### config.mk
export PLATFORM = sky130hd
export DESIGN_NAME = ram_arbiter_flat
export DESIGN_NICKNAME = d
export VERILOG_FILES = /design/src/rtl/cpu_types_pkg.sv /design/src/rtl/ram_arbiter_if.sv /design/src/rtl/llsc_link.sv /design/src/rtl/ram_arbiter.sv /design/src/flat_wrapper.sv
export SDC_FILE = /design/constraint.sdc
export NUM_CORES = 1
export LEC_CHECK = 0
export ABC_AREA = 1
export ABC_CLOCK_PERIOD_IN_PS = 2600
export CORE_AREA = 2 2 103 105
export CTS_BUF_LIST = sky130_fd_sc_hd__clkbuf_8
export DETAILED_ROUTE_END_ITERATION = 12
export DIE_AREA = 0 0 105 107
export SYNTH_ARGS = -nofsm -noshare
export SYNTH_HDL_FRONTEND = slang
export SYNTH_SLANG_ARGS = --single-unit
export TNS_END_PERCENT = 5
### constraint.sdc
create_clock -name CLK -period 2.6 [get_ports CLK]
set_clock_uncertainty 0.15 [all_clocks]
set_input_delay 0.52 -clock CLK [delete_from_list [all_inputs] [get_ports CLK]]
set_output_delay 0.52 -clock CLK [all_outputs]
set_load 0.005 [all_outputs]
### src/rtl/cpu_types_pkg.sv
// Shared MIPS core types: data word, RAM status and the RAM arbiter state encoding.
package cpu_types_pkg;

    localparam int unsigned WORD_W = 32;

    typedef logic [WORD_W-1:0] word_t;

    typedef enum logic [1:0] {
        FREE   = 2'd0,
        BUSY   = 2'd1,
        ACCESS = 2'd2,
        ERROR  = 2'd3
    } ramstate_t;

    typedef enum logic [1:0] {
        IDLE   = 2'd0,
        IGRANT = 2'd1,
        DGRANT = 2'd2,
        SCFAIL = 2'd3
    } arb_state_t;

endpackage

### src/rtl/ram_arbiter_if.sv
// Requester + RAM side signals of the RAM arbiter; slave is the arbiter, master the environment.
interface ram_arbiter_if;
    import cpu_types_pkg::*;

    logic      iREN;
    word_t     iaddr;
    word_t     iload;
    logic      iwait;
    logic      dREN;
    logic      dWEN;
    logic      datomic;
    word_t     daddr;
    word_t     dstore;
    word_t     dload;
    logic      dwait;
    logic      ramREN;
    logic      ramWEN;
    word_t     ramaddr;
    word_t     ramstore;
    word_t     ramload;
    ramstate_t ramstate;
    logic      err;

    modport slave (
        input  iREN, iaddr, dREN, dWEN, datomic, daddr, dstore, ramload, ramstate,
        output iload, iwait, dload, dwait, ramREN, ramWEN, ramaddr, ramstore, err
    );

    modport master (
        output iREN, iaddr, dREN, dWEN, datomic, daddr, dstore, ramload, ramstate,
        input  iload, iwait, dload, dwait, ramREN, ramWEN, ramaddr, ramstore, err
    );

endinterface

### src/rtl/llsc_link.sv
// LL/SC reservation: link address plus valid bit, updated on data-access completions.
module llsc_link
    import cpu_types_pkg::*;
(
    input  logic  CLK,
    input  logic  nRST,
    input  logic  rd_done,
    input  logic  wr_done,
    input  logic  scfail_done,
    input  logic  datomic,
    input  word_t daddr,
    output logic  sc_ok
);

    word_t link;
    logic  valid;

    // LL arms the link; any SC, or a plain store to the linked word, breaks it
    always_ff @(posedge CLK) begin
        if (!nRST) begin
            link  <= '0;
            valid <= 1'b0;
        end else if (rd_done && datomic) begin
            link  <= daddr;
            valid <= 1'b1;
        end else if (scfail_done || (wr_done && (datomic || (daddr == link)))) begin
            valid <= 1'b0;
        end
    end

    assign sc_ok = valid && (link == daddr);

endmodule

### src/rtl/ram_arbiter.sv
// Arbitrates the single RAM port between fetch and data requesters, data first.
// Optional LL/SC reservation tracking is enabled with the LLSC_EN macro.
module ram_arbiter
    import cpu_types_pkg::*;
(
    input  logic         CLK,
    input  logic         nRST,
    ram_arbiter_if.slave bus
);

    arb_state_t state;
    arb_state_t next_state;
    logic       done_c;
    logic       err_q;
    logic       ram_ren;
    logic       ram_wen;
    logic       iwait_c;
    logic       dwait_c;
    word_t      ram_addr;
    word_t      ram_store;
    word_t      iload_c;
    word_t      dload_c;

    // ERROR is treated as a completion so a requester never hangs
    assign done_c = (bus.ramstate == ACCESS) || (bus.ramstate == ERROR);

`ifdef LLSC_EN
    logic sc_ok;

    llsc_link u_link (
        .CLK         (CLK),
        .nRST        (nRST),
        .rd_done     ((state == DGRANT) && done_c && bus.dREN),
        .wr_done     ((state == DGRANT) && done_c && bus.dWEN),
        .scfail_done (state == SCFAIL),
        .datomic     (bus.datomic),
        .daddr       (bus.daddr),
        .sc_ok       (sc_ok)
    );
`endif

    always_ff @(posedge CLK) begin
        if (!nRST) state <= IDLE;
        else       state <= next_state;
    end

    always_ff @(posedge CLK) begin
        if (!nRST) begin
            err_q <= 1'b0;
        end else if (((state == IGRANT) || (state == DGRANT)) && (bus.ramstate == ERROR)) begin
            err_q <= 1'b1;
        end
    end

    always_comb begin
        next_state = state;
        ram_ren    = 1'b0;
        ram_wen    = 1'b0;
        ram_addr   = '0;
        ram_store  = '0;
        iwait_c    = bus.iREN;
        dwait_c    = bus.dREN | bus.dWEN;
        iload_c    = '0;
        dload_c    = '0;
        unique case (state)
            IDLE: begin
                if (bus.dREN || bus.dWEN) begin
                    next_state = DGRANT;
`ifdef LLSC_EN
                    if (bus.dWEN && bus.datomic && !sc_ok) next_state = SCFAIL;
`endif
                end else if (bus.iREN) begin
                    next_state = IGRANT;
                end
            end
            IGRANT: begin
                ram_ren  = 1'b1;
                ram_addr = bus.iaddr;
                iwait_c  = 1'b1;
                if (done_c) begin
                    iwait_c    = 1'b0;
                    next_state = IDLE;
                    if (bus.ramstate == ACCESS) iload_c = bus.ramload;
                end
            end
            DGRANT: begin
                ram_ren   = bus.dREN;
                ram_wen   = bus.dWEN;
                ram_addr  = bus.daddr;
                ram_store = bus.dstore;
                iwait_c   = 1'b1;
                dwait_c   = 1'b1;
                if (done_c) begin
                    dwait_c    = 1'b0;
                    next_state = IDLE;
                    if (bus.ramstate == ACCESS) begin
                        if (bus.dREN)                       dload_c = bus.ramload;
                        else if (bus.dWEN && bus.datomic)   dload_c = 32'd1;
                    end
                end
            end
            SCFAIL: begin
                dwait_c    = 1'b0;
                next_state = IDLE;
            end
            default: next_state = IDLE;
        endcase
    end

    assign bus.ramREN   = ram_ren;
    assign bus.ramWEN   = ram_wen;
    assign bus.ramaddr  = ram_addr;
    assign bus.ramstore = ram_store;
    assign bus.iwait    = iwait_c;
    assign bus.dwait    = dwait_c;
    assign bus.iload    = iload_c;
    assign bus.dload    = dload_c;
    assign bus.err      = err_q;

endmodule

### src/flat_wrapper.sv
// flat-port wrapper written by rule: the top's interface ports become plain ports
module ram_arbiter_flat import cpu_types_pkg::*;
  (CLK, nRST, bus_iREN, bus_iaddr, bus_dREN, bus_dWEN, bus_datomic, bus_daddr, bus_dstore, bus_ramload, bus_ramstate, bus_iload, bus_iwait, bus_dload, bus_dwait, bus_ramREN, bus_ramWEN, bus_ramaddr, bus_ramstore, bus_err);
  ram_arbiter_if bus_i ();
  input  logic CLK;
  input  logic nRST;
  input wire logic [$bits(bus_i.iREN)-1:0] bus_iREN;
  input wire logic [$bits(bus_i.iaddr)-1:0] bus_iaddr;
  input wire logic [$bits(bus_i.dREN)-1:0] bus_dREN;
  input wire logic [$bits(bus_i.dWEN)-1:0] bus_dWEN;
  input wire logic [$bits(bus_i.datomic)-1:0] bus_datomic;
  input wire logic [$bits(bus_i.daddr)-1:0] bus_daddr;
  input wire logic [$bits(bus_i.dstore)-1:0] bus_dstore;
  input wire logic [$bits(bus_i.ramload)-1:0] bus_ramload;
  input wire logic [$bits(bus_i.ramstate)-1:0] bus_ramstate;
  output wire logic [$bits(bus_i.iload)-1:0] bus_iload;
  output wire logic [$bits(bus_i.iwait)-1:0] bus_iwait;
  output wire logic [$bits(bus_i.dload)-1:0] bus_dload;
  output wire logic [$bits(bus_i.dwait)-1:0] bus_dwait;
  output wire logic [$bits(bus_i.ramREN)-1:0] bus_ramREN;
  output wire logic [$bits(bus_i.ramWEN)-1:0] bus_ramWEN;
  output wire logic [$bits(bus_i.ramaddr)-1:0] bus_ramaddr;
  output wire logic [$bits(bus_i.ramstore)-1:0] bus_ramstore;
  output wire logic [$bits(bus_i.err)-1:0] bus_err;
  assign bus_i.iREN = bus_iREN;
  assign bus_i.iaddr = bus_iaddr;
  assign bus_i.dREN = bus_dREN;
  assign bus_i.dWEN = bus_dWEN;
  assign bus_i.datomic = bus_datomic;
  assign bus_i.daddr = bus_daddr;
  assign bus_i.dstore = bus_dstore;
  assign bus_i.ramload = bus_ramload;
  assign bus_i.ramstate = bus_ramstate;
  assign bus_iload = bus_i.iload;
  assign bus_iwait = bus_i.iwait;
  assign bus_dload = bus_i.dload;
  assign bus_dwait = bus_i.dwait;
  assign bus_ramREN = bus_i.ramREN;
  assign bus_ramWEN = bus_i.ramWEN;
  assign bus_ramaddr = bus_i.ramaddr;
  assign bus_ramstore = bus_i.ramstore;
  assign bus_err = bus_i.err;
  ram_arbiter u_core (.CLK(CLK), .nRST(nRST), .bus(bus_i));
endmodule
== Word level (Yosys, flattened, before mapping) ==
Cells that the tools add are included.

* RAM bits: 0
* Memories: 0
* Flip-flop bits (word level): 3
* Memory bits (read-only): 0
* Output and inout bits: 133
* Word-level logic and storage cells: 37
* Bits in latches: 0
* Input port bits: 136

* Eq/ne operators: 7
* Order comparisons: 0
* Reductions and logical operators: 8
* Add/subtract/negate cells: 0
* Multipliers: 0
* Shift-type cells: 0
* Bitwise gates (word level): 1
* Multiplexer cells: 19
* Divide/modulo/power cells: 0

{| class="wikitable"
|+ Operators with widths
! cell !! count
|-
| 32-bit two-way mux || 8
|-
| 32-bit one-hot mux with 2 select lines || 1
|-
| 2-bit equality test (second input constant) || 4
|-
| 2-bit two-way mux || 3
|-
| 1-bit one-hot mux with 2 select lines || 3
|-
| 2-bit one-hot mux with 3 select lines || 1
|-
| 1-bit logical OR || 3
|-
| 1-bit two-way mux || 3
|-
| 3-bit by 2-bit != test with 1-bit output (second input constant) || 1
|-
| 2-bit by 1-bit equality test with 1-bit output (second input constant) || 1
|-
| 1-bit logical AND || 2
|-
| 2-bit zero test || 1
|-
| 2-bit by 1-bit != test with 1-bit output (second input constant) || 1
|-
| 2-bit AND reduction || 1
|-
| 2-bit OR reduction || 1
|-
| 1-bit bitwise OR || 1
|}

== Logic depth before layout (Yosys ltp) ==
Gate-level depths: netlist (run 1).

* Depth in word-level cells: 6
* Gate-level depth with buffers: 7
* Mapped depth without buffers: 6

== Least setup slack after synthesis (run 1) ==
OpenSTA, ideal clock, no wires.

* Kind: reg-to-output
* Start point: register u_core.state[0]
* End point: output port bus_ramREN
* Arrival: 1.236 ns
* Data required time: 1.930 ns
* Slack: 0.694 ns
* Path buffers: 1
* Cell stages (with the launch flop): 6
* Cells stage by stage: dfxtp_1 > inv_1 > ha_1 > clkinv_1 > clkbuf_1 > a21oi_1

* Word-level cells in the longest chain between the ends: 2
* Elaborated cells on any way between the ends: 3
* Those cells by class: eq/ne: 2; mux: 1

{| class="wikitable"
|+ Ends and longest elaborated chain
! item !! line !! text
|-
| from (decl) || ram_arbiter.sv:11 || <nowiki>arb_state_t state;</nowiki>
|-
| from (signal assigned) || ram_arbiter.sv:44 || <nowiki>else state <= next_state;</nowiki>
|-
| 2-bit equality test or 2-bit by 1-bit equality test with 1-bit output (tied branches) || ram_arbiter.sv:65 || <nowiki>unique case (state)</nowiki>
|-
| 1-bit one-hot mux with 2 select lines (*) || ram_arbiter.sv:65 ||
|-
| to (decl) || flat_wrapper.sv:20 || <nowiki>output wire logic [$bits(bus_i.ramREN)-1:0] bus_ramREN;</nowiki>
|}

Mark *: on every way between the ends. The rest lies on a longest branch, timed or not.

== Final worst setup path (run 1) ==
* Start point: input port bus_ramstate[0]
* End point: output port bus_iload[18]

* Word-level cells in the longest chain between the ends: 4
* Elaborated cells on any way between the ends: 6
* Those cells by class: eq/ne: 2; mux: 3; reduce/logical: 1

{| class="wikitable"
|+ Ends and longest elaborated chain
! item !! line !! text
|-
| from (decl) || flat_wrapper.sv:15 || <nowiki>input wire logic [$bits(bus_i.ramstate)-1:0] bus_ramstate;</nowiki>
|-
| 2-bit equality test, on equally long branches || ram_arbiter.sv:25, ram_arbiter.sv:83 ||
|-
| 32-bit two-way mux or 1-bit logical OR (tied branches) || ram_arbiter.sv:83, ram_arbiter.sv:25 ||
|-
| 32-bit two-way mux (*) || ram_arbiter.sv:80 || <nowiki>if (done_c) begin</nowiki>
|-
| 32-bit two-way mux (*) || ram_arbiter.sv:65 ||
|-
| to (decl) || flat_wrapper.sv:16 || <nowiki>output wire logic [$bits(bus_i.iload)-1:0] bus_iload;</nowiki>
|}

Marks and branches as above.

==> impl_results.md, run 1 <==
- Status: finished with violations
- Failing checks: negative setup slack
- Congestion Overflow GR: 0
- Maximum clock path buffer count: 2
- HPWL Detailed: 8270 µm
- Root Driver: clkbuf_8
- LEAKAGE: 2.74 nW
- Core ar.: 10100 µm²
- Cell Area, Synth: 1820 µm²
- Drt wl/cell: 13.6 µm
- Yosys cell types: 18
- Most numerous cell on the critical path: clkdlybuf4s50_1
- Setup slack after layout: -0.0834 ns
- Pins Over Slew Limit: 0
- Cell breakdown of the critical path: clkdlybuf4s50_1, or2_4, buf_4, nor3_2, clkdlybuf4s50_1
- Syn_nets: 466
- Maximum vdd drop: 0.177 mV
- First-pass GRT wire length: 14500 µm
- Final Cell Area: 4840 µm²
- HP Class: reg2reg
- Routed vias: 3003
- Vias per Instance: 4.14
- Fill count: 1084
- Reg-to-Reg Start: u_core.state[1]
- Yosys warns: 0
- Crit Path Max Fanout: 7
- Area after DPL: 4720 µm²
- GRT Util Overall: 0.158
- I/O pin count: 269
- Crit share post-route: 1.03
- Initial DRC Count: 112
- Cells after Synth: 326
- DRC Markers: 0
- IO buf count: 268
- Critical path arrival: 2.01 ns
- CP startpoint: bus_ramstate[0]
- Max Cap Viol: 0
- Die area: 11200 µm²
- Crit path kind: in2out
- Die Span Y: 107 µm
- Max Freq: 0.373 GHz
- DIE WIDTH: 105 µm
- Placed cells: 719
- CTS Hold Buffers Added: 0
- Reg clk slew, reported paths: 0.03 ns
- Remaining antenna violation count: 0
- Reg area: 65.1 µm²
- Flops & latches, synth: 3
- Pre-CTS WS: -0.308 ns
- Initial core utilization: 0.180
- CTS sink cnt: 3
- Pin count of the biggest net entering global routing: 46
- Non-Filler Instances: 725
- CP endpoint kind: primary output
- Final Critical Period: 2.68 ns
- Pwr Total: 0.00102 W
- Slowest-stage cell, CP: clkdlybuf4s50_1
- H-tree depth: 1
- Synth Area per Inst: 5.57 µm²
- Actual slew at the worst max-slew pin: 0.225 ns
- Most common cell after layout, fill and taps aside: clkdlybuf4s50_1
- Area of the multi-input gates: 1360 µm²
- Worst skew pair latency: 0.22 ns
- Final WL: 9900 µm
- Hold path startpoint: u_core.bus.err
- CP Buf/Inv Count: 3
- Worst slew margin: 0.850
- Critical Path Source Type: input pin
- Initial antenna violation count: 0
- Area Overhead vs Synth: 167%
- CTS tree: done
- CTS buffer count: 3
- Final setup vio count: 1
- Unrepaired setup endpoints after global routing: true
- Delay-heaviest family, CP: buffers and inverters
- Vias in the first global route: 2944
- Commonest non-fill, non-tap cells in the layout: clkdlybuf4s50_1, nand2_1, inv_1, nor3_2, dlygate4sd2_1
- Sequential share of the synthesized area: 0.0331
- Pwr dens: 211 nW/µm²
- DR pass1 iterations: 4
- CP max stage delay: 0.51 ns
- Worst Path Required: 1.93 ns
- Routability cong.: 0.782
- # nets final: 730
- Num rows: 37
- Hold WS: 0.315 ns
- Layout cell share with drive strength beyond 1: 0.163
- N_diodes: 0
- Final-report hold violation count: 0
metal layers:
layer / global-route usage / share of wire / up-vias
li1: - / - / 1514
met1: 0.179 / 0.39 / 1326
met2: 0.299 / 0.51 / 155
met3: 0.0389 / 0.083 / 8
met4: 0.0324 / 0.011 / 0
met5: 0 / 0 / -
timing repair:
action                     in CTS  in global routing
hold endpoints to repair        0                  0
setup buffers                   0                  2
resized for setup              63                 54
setup endpoints to repair      98                 80
pin swaps                       0                  1
logic make-up (layout without fill, tap and decap cells):
family | count (synthesis) | after routing | share of synthesized area
buf+inv | 99 | 362 | 0.242
simple gates | 178 | 178 | 0.579
compound gates | 42 | 42 | 0.119
fa+ha+maj | 4 | 4 | 0.0276
flops | 3 | 3 | 0.0331
Yosys cell counts, drive strengths merged:
cell type / instances / area [µm²]
a21oi: 38 / 190
dfxtp: 3 / 60.1
nor3: 63 / 616
clkinv: 1 / 3.75
inv: 70 / 263
clkbuf: 9 / 33.8
nand2: 109 / 409
o21a: 1 / 7.51
o21ai: 2 / 10.0
or2: 1 / 6.26
ha: 4 / 50.1
nor2: 4 / 15.0
buf: 19 / 139
nand3: 1 / 5.00
o31ai: 1 / 7.51
stage by stage:
step,util,setup TNS (ns)
6_report,0.480,-0.0834
5_1_grt,0.480,-0.233
3_5_place_dp,0.468,-14.80
3_3_place_gp,0.468,-14.68
2_1_floorplan,-,0
4_1_cts,0.467,-2.02
registers in the layout (all words and copies together), names as in the netlist:
name and count:
u_core.bus.err 1, u_core.state 2
report_power, final:
group / total, W / internal [W] / switching [W]
logic: 0.000829 / 0.000468 / 0.000361
clock network: 0.000133 / 0.000101 / 0.0000321
registers: 0.0000583 / 0.0000524 / 0.00000587
path summary, 6_finish.rpt:
path,cells past startpoint,slack [ns],endpoint
min,1,0.32,u_core.bus.err
max,5,-0.08,bus_iload[18]
min reg2reg,1,0.32,u_core.bus.err
max reg2reg,6,1.29,u_core.state[1]
area by class of cell:
cell class,count,area share
Sequential cell,3,0.0134
Inverter,71,0.0553
Tap cell,136,0.0351
Timing Repair Buffer,287,0.606
Clock inverter,1,0.000775
Multi-Input combinational cell,224,0.280
Clock buffer,3,0.00853
No activity file was read; power rests on OpenSTA's default activity.
==> inputs of run 2 (changes only) <==
CELL_PAD_IN_SITES_DETAIL_PLACEMENT = 1   (was not set)
CELL_PAD_IN_SITES_GLOBAL_PLACEMENT = 2   (was not set)
CORE_AREA = 2 2 138 140   (was 2 2 103 105)
DIE_AREA = 0 0 140 142   (was 0 0 105 107)
PLACE_DENSITY_LB_ADDON = 0.1   (was not set)
==> run 2 against run 1 <==
Net effect: the run ends with design-rule violations left; sequential power increased by 3%; setup slack improved by 0.15 ns; sequential cell count unchanged; combinational power increased by 2%; fmax increased by 6.1%; die area increased by 77%; final cell count increased by 14%; clock-buffer cell count unchanged; worst hold slack improved by 0.0023 ns; critical path type is now reg2out; largest cell class unchanged; largest power group unchanged.
==> impl_results.md, run 2 (synthesis gave the netlist of run 1 again) <==
- Initial DRC Count: 77
- R2R Setup Slk: 1.20 ns
- Failing checks: design-rule violations
- Congestion Overflow GR: 0
- Reg2Reg Depth: 6
- Hold path startpoint: u_core.bus.err
- Pwr dens: 209 nW/µm²
- CTS buffer count: 3
- Max Freq: 0.396 GHz
- Max FFs per register: 2
- Reg area: 67.6 µm²
- First-pass GRT wire length: 17600 µm
- H-tree depth: 1
- Final-report hold violation count: 0
- Layout cell share with drive strength beyond 1: 0.161
- HPWL Detailed: 9490 µm
- Reg clk slew, reported paths: 0.03 ns
- Worst skew pair latency: 0.21 ns
- Crit share post-route: 0.972
- Crit Path Max Fanout: 33
- Pin count of the biggest net entering global routing: 38
- Worst Path Required: 1.93 ns
- LEAKAGE: 2.58 nW
- Drt wl/cell: 14.0 µm
- Routed vias: 3066
- N_diodes: 0
- Hold Path Depth: 1
- Crit path kind: reg2out
- Die area: 19900 µm²
- Largest reg by FF count: u_core.state
- Core ar.: 18500 µm²
- Final setup vio count: 0
- R2r endpoint: u_core.state[1]
- Status: finished with violations
- Critical Path Source Type: flip-flop
- DIE WIDTH: 140 µm
- Area after DPL: 4880 µm²
- Delay-heaviest family, CP: buffers and inverters
- Max Cap Viol: 0
- Maximum vdd drop: 0.134 mV
- Hold EP: u_core.bus.err
- Root Driver: clkbuf_8
- Worst slew margin: 0.836
- CP max stage delay: 0.52 ns
- Slowest-stage cell, CP: clkdlybuf4s50_1
- Final WL: 11500 µm
- Fill count: 2249
- Area of the multi-input gates: 1360 µm²
- Maximum clock path buffer count: 2
- HP Class: reg2reg
- Actual slew at the worst max-slew pin: 0.246 ns
- Die Span Y: 142 µm
- Post-CTS Setup Bufs: 0
- Final Cell Area: 4940 µm²
- GRT Util Overall: 0.108
- Cell breakdown of the critical path: inv_2, ha_4, clkinv_2, buf_12, a21oi_1, clkdlybuf4s50_1
- Unrepaired setup endpoints after global routing: true
- IO buf count: 268
- Num rows: 50
- Routability cong.: 0.756
- Remaining antenna violation count: 0
- Hold WS: 0.317 ns
- Pins Over Slew Limit: 0
- Vias in the first global route: 3236
- Commonest non-fill, non-tap cells in the layout: clkdlybuf4s50_1, nand2_1, dlygate4sd2_1, inv_1, nor3_2
- Initial core utilization: 0.0984
- Vias per Instance: 3.72
- CP Buf/Inv Count: 4
- CP endpoint kind: primary output
- DR pass1 iterations: 8
- Final Critical Period: 2.53 ns
- Placed cells: 819
- End-of-flow core utilization: 0.268
- Reg-to-Reg Start: u_core.state[0]
- I/O pin count: 269
- # nets final: 731
- Initial antenna violation count: 0
- DRC Markers: 17
- Area Overhead vs Synth: 172%
- CTS sink cnt: 3
- Critical path arrival: 1.86 ns
- Non-Filler Instances: 824
- CTS tree: done
- Most common cell after layout, fill and taps aside: clkdlybuf4s50_1
run 2: cell count changes in the layout (fill, tap and decap cells not counted), sizes merged:
cell,previous run,this run
dlygate4sd2,48,86
buf,20,19
clkdlybuf4s15,8,4
dlymetal6s2s,33,15
clkdlybuf4s50,177,163
run 2: timing repair:
action / 4_1_cts / 5_1_grt
gates cloned: 0 / 1
gates resized for setup: 99 / 25
hold buffers: 0 / 0
setup endpoints to repair: 119 / 31
pin swaps: 1 / 0
run 2: power breakdown:
part           switching (W)  leakage [nW]  internal (W)
Clock              0.0000299        0.0269      0.000100
Sequential        0.00000810        0.0260     0.0000520
Combinational       0.000374          2.52      0.000470
run 2: worst max path at each step:
stage / cells after the start / start / to
global route: 7 / u_core.state[0] / bus_ramstore[9]
floorplan: 5 / u_core.state[0] / bus_ramREN
CTS: 6 / u_core.state[1] / bus_iwait
detailed placement: 6 / bus_ramstate[1] / bus_iload[30]
finish: 6 / u_core.state[1] / bus_ramaddr[22]
global placement: 6 / bus_ramstate[1] / bus_dload[11]
run 2: metal layers:
| layer | up-vias | global-route usage | wire length [µm] |
|---|---|---|---|
| li1 | 1515 | - | - |
| met1 | 1376 | 0.121 | 4300 |
| met2 | 171 | 0.196 | 5630 |
| met3 | 4 | 0.0478 | 1520 |
| met4 | 0 | 0.00904 | 78 |
| met5 | - | 0 | 0 |
run 2: area by class of cell:
type,instances,share of cell area
repair buffers,288,0.587
multi-input cells,224,0.276
well taps,234,0.0593
flip-flops and latches,3,0.0137
inverters,71,0.0547
clock inverters,1,0.000760
clock buffers,3,0.00836
run 2: stage by stage:
stage	worst slack [ns]	total power (W)	TNS (ns)
final	0.0716	0.00103	0
after global routing	-0.0487	0.00113	-0.0959
after CTS	-0.0428	0.00105	-0.175
after detailed placement	-0.293	0.000934	-15.23
after global placement	-0.263	0.000930	-14.38
after floorplan	0.694	0.000368	0
==> inputs of run 3 (changes only) <==
SLEW_MARGIN = 20   (was not set)
==> results of run 3 <==
Final layout, timing and power as in run 2 (identical DEF).
